<file path="src/rtl/stream_demux1_4_if.sv">
// Bundles the producer stream (with destination select) and the four consumer streams of the 1:4 dispatcher.
// Latency: none, wiring only.
// Backpressure: in_ready throttles the producer; out_ready[i] throttles consumer i.
// Ports: in_valid/in_ready/in_data/in_sel is the producer side.
//        out_valid/out_ready/out_data holds four lanes, lane i at [i*WIDTH +: WIDTH].
//        master = traffic source/sink around the dispatcher; slave = the dispatcher.
interface stream_demux1_4_if #(
    parameter int WIDTH = 8
);
    logic               in_valid;
    logic               in_ready;
    logic [WIDTH-1:0]   in_data;
    logic [1:0]         in_sel;
    logic [3:0]         out_valid;
    logic [3:0]         out_ready;
    logic [4*WIDTH-1:0] out_data;

    modport master (
        output in_valid, in_data, in_sel, out_ready,
        input  in_ready, out_valid, out_data
    );

    modport slave (
        input  in_valid, in_data, in_sel, out_ready,
        output in_ready, out_valid, out_data
    );
endinterface

</file>
<file path="src/rtl/stream_demux1_4.sv">
// Registered 1:4 stream dispatcher: routes each beat to channel in_sel through a per-channel single-entry buffer.
// Latency: one cycle; a beat accepted at edge N shows on out_* right after N. Full rate per channel.
// Backpressure: a beat is refused only when its own channel is full and not draining; other channels are unaffected.
// Ports: clk, rst (synchronous, active high), bus (slave side of stream_demux1_4_if).
//        cnt_out: per-channel saturating accepted-beat counters, present only when STREAM_DEMUX_CNT_EN is defined.
module stream_demux1_4 #(
    parameter int WIDTH = 8,
    parameter int CNT_W = 8
) (
    input  logic                    clk,
    input  logic                    rst,
    stream_demux1_4_if.slave        bus
`ifdef STREAM_DEMUX_CNT_EN
    ,
    output logic [4*CNT_W-1:0]      cnt_out
`endif
);

    if (WIDTH < 1 || CNT_W < 1) begin : g_bad_param
        $error("stream_demux1_4: WIDTH and CNT_W must be at least 1");
    end

    typedef enum logic {
        EMPTY = 1'b0,
        FULL  = 1'b1
    } chan_state_e;

    chan_state_e      state_q [4];
    chan_state_e      state_d [4];
    logic [WIDTH-1:0] data_q  [4];
    logic [WIDTH-1:0] data_d  [4];
    logic             in_ready_c;
    logic             accept;
    logic [3:0]       load;

    // Next state per channel. A load wins over a drain on the same edge, which
    // is what keeps a channel full (and at full rate) when it is read and
    // refilled together.
    always_comb begin
        in_ready_c = (state_q[bus.in_sel] == EMPTY) || bus.out_ready[bus.in_sel];
        accept     = bus.in_valid && in_ready_c;
        load       = '0;
        for (int i = 0; i < 4; i++) begin
            state_d[i] = state_q[i];
            data_d[i]  = data_q[i];
            load[i]    = accept && (bus.in_sel == 2'(i));
            if (load[i]) begin
                state_d[i] = FULL;
                data_d[i]  = bus.in_data;
            end else if (state_q[i] == FULL && bus.out_ready[i]) begin
                state_d[i] = EMPTY;
            end
        end
    end

    always_ff @(posedge clk) begin
        if (rst) begin
            for (int i = 0; i < 4; i++) begin
                state_q[i] <= EMPTY;
                data_q[i]  <= '0;
            end
        end else begin
            for (int i = 0; i < 4; i++) begin
                state_q[i] <= state_d[i];
                data_q[i]  <= data_d[i];
            end
        end
    end

    // Outputs come straight from the buffer registers; in_ready is the only
    // combinational output and it never looks at in_valid.
    always_comb begin
        bus.in_ready  = in_ready_c;
        bus.out_valid = '0;
        bus.out_data  = '0;
        for (int i = 0; i < 4; i++) begin
            bus.out_valid[i]                 = (state_q[i] == FULL);
            bus.out_data[i*WIDTH +: WIDTH]   = data_q[i];
        end
    end

`ifdef STREAM_DEMUX_CNT_EN
    logic [CNT_W-1:0] cnt_q [4];
    logic [CNT_W-1:0] cnt_d [4];

    // Counters stick at all-ones rather than wrapping.
    always_comb begin
        for (int i = 0; i < 4; i++) begin
            cnt_d[i] = cnt_q[i];
            if (load[i] && (cnt_q[i] != {CNT_W{1'b1}})) begin
                cnt_d[i] = cnt_q[i] + 1'b1;
            end
        end
    end

    always_ff @(posedge clk) begin
        if (rst) begin
            for (int i = 0; i < 4; i++) begin
                cnt_q[i] <= '0;
            end
        end else begin
            for (int i = 0; i < 4; i++) begin
                cnt_q[i] <= cnt_d[i];
            end
        end
    end

    always_comb begin
        cnt_out = '0;
        for (int i = 0; i < 4; i++) begin
            cnt_out[i*CNT_W +: CNT_W] = cnt_q[i];
        end
    end
`endif

endmodule

</file>
<file path="src/flat_wrapper.sv">
// flat-port wrapper written by rule: the top's interface ports become plain ports
module stream_demux1_4_flat 
#(
    parameter int WIDTH = 8,
    parameter int CNT_W = 8
)
  (clk, rst, bus_in_valid, bus_in_data, bus_in_sel, bus_out_ready, bus_in_ready, bus_out_valid, bus_out_data);
  stream_demux1_4_if #(.WIDTH(WIDTH)) bus_i ();
  input  logic clk;
  input  logic rst;
  input wire logic [$bits(bus_i.in_valid)-1:0] bus_in_valid;
  input wire logic [$bits(bus_i.in_data)-1:0] bus_in_data;
  input wire logic [$bits(bus_i.in_sel)-1:0] bus_in_sel;
  input wire logic [$bits(bus_i.out_ready)-1:0] bus_out_ready;
  output wire logic [$bits(bus_i.in_ready)-1:0] bus_in_ready;
  output wire logic [$bits(bus_i.out_valid)-1:0] bus_out_valid;
  output wire logic [$bits(bus_i.out_data)-1:0] bus_out_data;
  assign bus_i.in_valid = bus_in_valid;
  assign bus_i.in_data = bus_in_data;
  assign bus_i.in_sel = bus_in_sel;
  assign bus_i.out_ready = bus_out_ready;
  assign bus_in_ready = bus_i.in_ready;
  assign bus_out_valid = bus_i.out_valid;
  assign bus_out_data = bus_i.out_data;
  stream_demux1_4 #(.WIDTH(WIDTH), .CNT_W(CNT_W)) u_core (.clk(clk), .rst(rst), .bus(bus_i));
endmodule
</file>
<file path="config.mk">
export PLATFORM = sky130hd
export DESIGN_NAME = stream_demux1_4_flat
export DESIGN_NICKNAME = d
export VERILOG_FILES = /design/src/rtl/stream_demux1_4_if.sv /design/src/rtl/stream_demux1_4.sv /design/src/flat_wrapper.sv
export SDC_FILE = /design/constraint.sdc
export NUM_CORES = 1
export LEC_CHECK = 0
export CAP_MARGIN = 10
export CELL_PAD_IN_SITES_DETAIL_PLACEMENT = 1
export CELL_PAD_IN_SITES_GLOBAL_PLACEMENT = 1
export CORE_MARGIN = 4
export CORE_UTILIZATION = 36
export DETAILED_ROUTE_END_ITERATION = 6
export PLACE_DENSITY_LB_ADDON = 0.1
export SLEW_MARGIN = 40
export SYNTH_ARGS = -nofsm -noshare
export SYNTH_HDL_FRONTEND = slang
export SYNTH_SLANG_ARGS = --single-unit
</file>
<file path="constraint.sdc">
create_clock -name clk -period 2.9 [get_ports clk]
set_input_delay 0.29 -clock clk [delete_from_list [all_inputs] [get_ports clk]]
set_output_delay 0.29 -clock clk [all_outputs]
set_load 0.05 [all_outputs]
</file>
==> results of run 1 <==
## critical path, cell delays in order
cell and delay (ns):
clkdlybuf4s50_1 0.67, mux4_2 0.55, clkdlybuf4s50_1 0.71
## placed cells by master (no fill, tap or decap)
master / synthesis / routed
a21oi_1: 4 / 4
and4_2: 1 / 1
buf_4: 4 / 1
bufinv_16: 0 / 1
clkbuf_8: 0 / 5
clkdlybuf4s50_1: 0 / 53
clkinv_2: 0 / 1
clkinvlp_4: 0 / 1
dfxtp_1: 36 / 36
mux2i_1: 32 / 32
mux4_2: 1 / 1
nand2b_1: 44 / 44
nand2b_4: 1 / 1
nand4_2: 1 / 1
nand4b_1: 2 / 2
nor2b_1: 1 / 1
nor3_4: 1 / 1
or3_4: 1 / 1
## power by group through the flow
stage          Clock [mW]  Combinational [mW]  Sequential, mW
2_1_floorplan           0              0.0664           0.585
3_3_place_gp            0               0.185           0.532
3_5_place_dp            0               0.189           0.533
4_1_cts             0.450               0.189           0.522
5_1_grt             0.474               0.198           0.524
6_report            0.439               0.187           0.521
## cells by family after synthesis
logic type,after synthesis
multiplexers,33
buffers and inverters,11
AND/OR/NAND/NOR,52
flip-flops,36
AO/OA/AOI/OAI,4
## metrics by stage
| step | hold slack (ns) | worst slack [ns] | std cells |
|---|---|---|---|
| after global routing | 0.500 | 0.330 | 237 |
| after global placement | 0.461 | 0.418 | 229 |
| final | 0.480 | 0.384 | 237 |
| after detailed placement | 0.472 | 0.383 | 229 |
| after floorplan | 0.473 | 1.48 | 136 |
| after CTS | 0.485 | 0.380 | 237 |
## routing by layer
metal	wire length, um	global-route usage (%)	up-vias
li1	-	-	552
met1	1490	17.7	528
met2	1790	25.6	38
met3	246	5.10	9
met4	101	7.17	0
met5	0	0	-
## worst min-delay path by stage
stage	cells after the start	slack (ns)	from	end
2_1_floorplan	2	0.47	u_core.state_q[0]	u_core.state_q[0]
3_3_place_gp	2	0.46	u_core.data_q[0][7]	u_core.data_q[0][7]
4_1_cts	2	0.48	u_core.data_q[0][7]	u_core.data_q[0][7]
6_report	2	0.48	u_core.data_q[0][8]	u_core.data_q[0][8]
5_1_grt	2	0.50	u_core.data_q[0][7]	u_core.data_q[0][7]
3_5_place_dp	2	0.47	u_core.data_q[0][7]	u_core.data_q[0][7]
## registers in the layout (all words and copies together) (netlist names)
name,flops
u_core.state_q,4
u_core.data_q,32
## area by class of cell
type                       count  area [sq um]  area share, %
timing repair buffer          54           538           24.9
clock inverter                 3          42.5           1.97
multi-input combinational     89           726           33.6
tap                           50          62.6           2.90
clock buffer                   5          68.8           3.19
sequential                    36           721           33.4
==> flow_metrics.tcl, run 1 <==
set metrics [dict create \
    clock_skew_ns 0.00345 \
    grt_usage_pct 15.3 \
    antenna_found_initial 0 \
    vias 1127 \
    drive_above_1_share_pct 8.02 \
    worst-r2r-setup-slack_ns 1.41 \
    stdcell_area_sq_um 2160 \
    h-tree-depth 2 \
    max_freq_mhz 397 \
    worstSetupPathType "in2out" \
    clock-sinks 36 \
    synth_most_common_cell "nand2b_1" \
    cts_resized 0 \
    yosys.area_share.adder_pct 0 \
    critPathLaunchType "input port" \
    dieWidth_um 72.7 \
    cts_setup_buffers 0 \
    synth_top_family_by_area "simple AND/OR/NAND/NOR gates" \
    maxCapViolCount 0 \
    maxSlewViolCount 0 \
    clockBufferDepth 2 \
    nets 203 \
    die_area_sq_um 5280 \
    hpwlAfterDp_mm 2.76 \
    die_h_um 72.7 \
    cts_hold_buf 0 \
    ys_seq_elements 36 \
    grt_pass1_wl_mm 6.12 \
    routed_via_density 4.76 \
    synth_xor_area_share_pct 0 \
    ctsRootBufferMaster "clkbuf_8" \
    rsz0062_at_grt "no" \
    ys_seq_area_share_pct 47.8 \
    grt_overflow_total 0 \
    syn_to_final_growth_pct 43.3 \
    yosysTopAreaCell "dfxtp_1" \
    numCtsBuffers 5 \
    status "complete, no violations" \
    synthSimpleGateAreaFrac_pct 24.1 \
    drt-initial-drc-count 29 \
    ant_nets 0 \
    p_leak_nw 0.883 \
    setup_viol 0 \
    io_pins 54 \
    drc 0 \
    hp-class "reg2reg" \
    vdd_ir_drop_max_v 0.000300 \
    cts_tree "yes" \
    synth_top_area_share_pct 47.8 \
    ys_warn_count 0 \
    worst_r2r_endpoint "u_core.data_q[0][22]" \
    min_period_ns 2.52 \
    nFillCells 436 \
    synth_edf_count 0 \
    avgSynthCellArea_sq_um 11.1 \
    firstDrtPassIters 4 \
    p_sw_share_pct 26.4 \
    path_clk_slew_ns 0.07 \
    gp_congestion 0.781 \
    syn_inst 136 \
    cp.required_ns 2.61 \
    antenna_cells 0 \
    synth_ff_type "dfxtp_1" \
    synth_common_cells "nand2b_1 (44), dfxtp_1 (36), mux2i_1 (32)" \
    crit_fanout 7 \
    finalSetupTns_ns 0 \
    timing.slew.headroom_pct 52.6 \
    hold_viol_final 0 \
    clk_latency_ns 0.29 \
    totalPowerFinal_mw 1.15 \
    rows 23 \
    cellInternalPower_uw 844 \
    finalWirelength_mm 3.63 \
    arrival_ns 2.23 \
    powerDensity_nw_per_um2 531 \
    place_area_sq_um 2050 \
    combPwrFrac_pct 16.3 \
    critPathCaptureType "primary output" \
    crit_path_end "bus_in_ready" \
    reg2reg_depth 3 \
    coreArea_sq_um 4030 \
    synthArstFlopShare_pct 0 \
    routedWlPerCell_um 15.3 \
    switching_power_uw 303 \
    syn-cell-area_sq_um 1510 \
    seqPwrFrac_pct 45.5 \
    r2r-start "u_core.state_q[2]" \
    port_buffers 53 \
    finish.utilization_pct 53.6 \
    tightest_slew_ns 0.708 \
    crit_start "bus_in_sel[0]" \
    syn_nets 153 \
    synthDistinctLibCells 15 \
    synth_compound_gate_area_share_pct 1.33 \
    synth.area.top_cells "dfxtp_1 (48%), mux2i_1 (21%), nand2b_1 (18%), buf_4 (2.0%), mux4_2 (1.5%)" \
    grt_max_degree 26 \
    clkPwrFrac_pct 38.2 \
    grt_pass1_vias 1242 \
    fin_crit_sh_pct 86.8 \
    synth_mux_area_share_pct 22.8 \
    start_util_pct 37.4 \
]
(Power assumes the default switching activity.)
==> run 2, diff against run 1 <==
--- a/config.mk
+++ b/config.mk
@@ -8,6 +8,7 @@
 export CAP_MARGIN = 10
 export CELL_PAD_IN_SITES_DETAIL_PLACEMENT = 1
 export CELL_PAD_IN_SITES_GLOBAL_PLACEMENT = 1
+export CORE_ASPECT_RATIO = 0.75
 export CORE_MARGIN = 4
 export CORE_UTILIZATION = 36
 export DETAILED_ROUTE_END_ITERATION = 6
==> run 2 against run 1 <==
Clock power down 30%. Critical endpoint unchanged. Cell count up 1.3%. Clock skew up 0.00072 ns. Largest cell class unchanged. Sequential share of layout area up 0.45 points. Core utilization down 1.0 points. Wire length up 0.44%.
==> flow_metrics.tcl, run 2 (same netlist as run 1, synthesis figures left out) <==
set metrics [dict create \
    maxSlewViolCount 0 \
    fin_crit_sh_pct 86.1 \
    status "complete, no violations" \
    hp-class "reg2reg" \
    p_leak_nw 0.869 \
    largestRegisters "u_core.data_q: 32 flops, u_core.state_q: 4 flops" \
    cts_hold_buf 0 \
    crit_fanout 7 \
    port_buffers 53 \
    antenna_found_initial 0 \
    nets 204 \
    finalSetupTns_ns 0 \
    numCtsBuffers 5 \
    clockBufferDepth 2 \
    h-tree-depth 2 \
    cp.required_ns 2.61 \
    ant_nets 0 \
    rsz0062_at_grt "no" \
    firstDrtPassIters 4 \
    critPathMaxStageDelay_ns 0.71 \
    routedWlPerCell_um 15.2 \
    coreArea_sq_um 4050 \
    hpwlAfterDp_mm 2.70 \
    syn_to_final_growth_pct 41.4 \
    start_util_pct 37.2 \
    cp_common_cell "clkdlybuf4s50_1" \
    totalPowerFinal_mw 1.02 \
    antenna_cells 0 \
    timing.slew.headroom_pct 53.5 \
    rows 20 \
    finalWirelength_mm 3.64 \
    dieWidth_um 82.7 \
    grt_pass1_vias 1184 \
    vdd_ir_drop_max_v 0.000259 \
    largest_reg_flops 32 \
    clock-sinks 36 \
    hold_viol_final 0 \
    die_h_um 64.0 \
    io_pins 54 \
    grt_max_degree 27 \
    drive_above_1_share_pct 7.03 \
    worstSetupPathType "in2out" \
    clock_skew_ns 0.00418 \
    mostFrequentLayoutCell "clkdlybuf4s50_1" \
    powerDensity_nw_per_um2 479 \
    crit_path_top_delay_cell "clkdlybuf4s50_1" \
    clk_latency_ns 0.28 \
    drt-initial-drc-count 35 \
    crit_chain "clkdlybuf4s50_1 > mux4_2 > clkdlybuf4s50_1" \
    vias 1111 \
    gp_congestion 0.716 \
    max_freq_mhz 400 \
    die_area_sq_um 5290 \
    drc 0 \
    grt_usage_pct 15.5 \
    grt_pass1_wl_mm 6.05 \
    grt_overflow_total 0 \
    arrival_ns 2.21 \
    path_clk_slew_ns 0.07 \
    critPathLaunchType "input port" \
    setup_viol 0 \
    routed_via_density 4.63 \
    regMostFlops "u_core.data_q" \
    critPathCaptureType "primary output" \
    final_cell_mix "clkdlybuf4s50_1 (53), nand2b_1 (44), dfxtp_1 (36), mux2i_1 (32), clkbuf_8 (5)" \
    cts_resized 0 \
    tightest_slew_ns 0.694 \
    min_period_ns 2.50 \
    cts_setup_buffers 0 \
    ctsRootBufferMaster "clkbuf_8" \
    maxCapViolCount 0 \
    cts_tree "yes" \
]
## run 2: worst paths after layout
kind | startpoint | to | slack, ns | cells past startpoint
setup / recovery | bus_in_sel[0] | bus_in_ready | 0.40 | 3
hold / removal | u_core.data_q[0][11] | u_core.data_q[0][11] | 0.48 | 2
setup reg to reg | u_core.state_q[2] | u_core.data_q[0][22] | 1.47 | 3
hold reg to reg | u_core.data_q[0][11] | u_core.data_q[0][11] | 0.48 | 2
## run 2: critical path: cells and delay by family
family   cells  cell delay [ns]
buf+inv      2             1.37
mux          1             0.54
## run 2: routing by layer
layer	vias up	track usage [%]	wire length [um]
met3	8	4.79	196
met5	-	0	0
met1	523	19.9	1660
li1	551	-	-
met2	29	24.4	1730
met4	0	5.51	60
## run 2: cell type report
cell class              count  area (sq um)
clock buffers               5          68.8
flip-flops and latches     36           721
fillers                   445          1920
well taps                  55          68.8
repair buffers             55           546
multi-input cells          89           726
## run 2: where the power goes
part	leakage (nW)	switching, mW	internal (mW)
registers	0.293	0.00913	0.512
logic	0.540	0.110	0.0786
clock network	0.0359	0.155	0.155
## run 2: per-stage QoR
stage	hold slack, ns	area, sq um	utilization (%)	worst slack [ns]	instances
after floorplan	0.473	1510	-	1.48	136
after global placement	0.460	2060	50.8	0.422	235
after detailed placement	0.467	2060	50.8	0.401	235
after CTS	0.479	2130	52.5	0.393	240
after global routing	0.500	2130	52.5	0.341	240
final	0.475	2130	52.5	0.402	240
==> run 3, diff against run 2 <==
--- a/config.mk
+++ b/config.mk
@@ -12,6 +12,7 @@
 export CORE_MARGIN = 4
 export CORE_UTILIZATION = 36
 export DETAILED_ROUTE_END_ITERATION = 6
+export GPL_ROUTABILITY_DRIVEN = 1
 export PLACE_DENSITY_LB_ADDON = 0.1
 export SLEW_MARGIN = 40
 export SYNTH_ARGS = -nofsm -noshare
==> results of run 3 <==
Same layout as run 2: the final DEF is identical, and so are final timing and power.
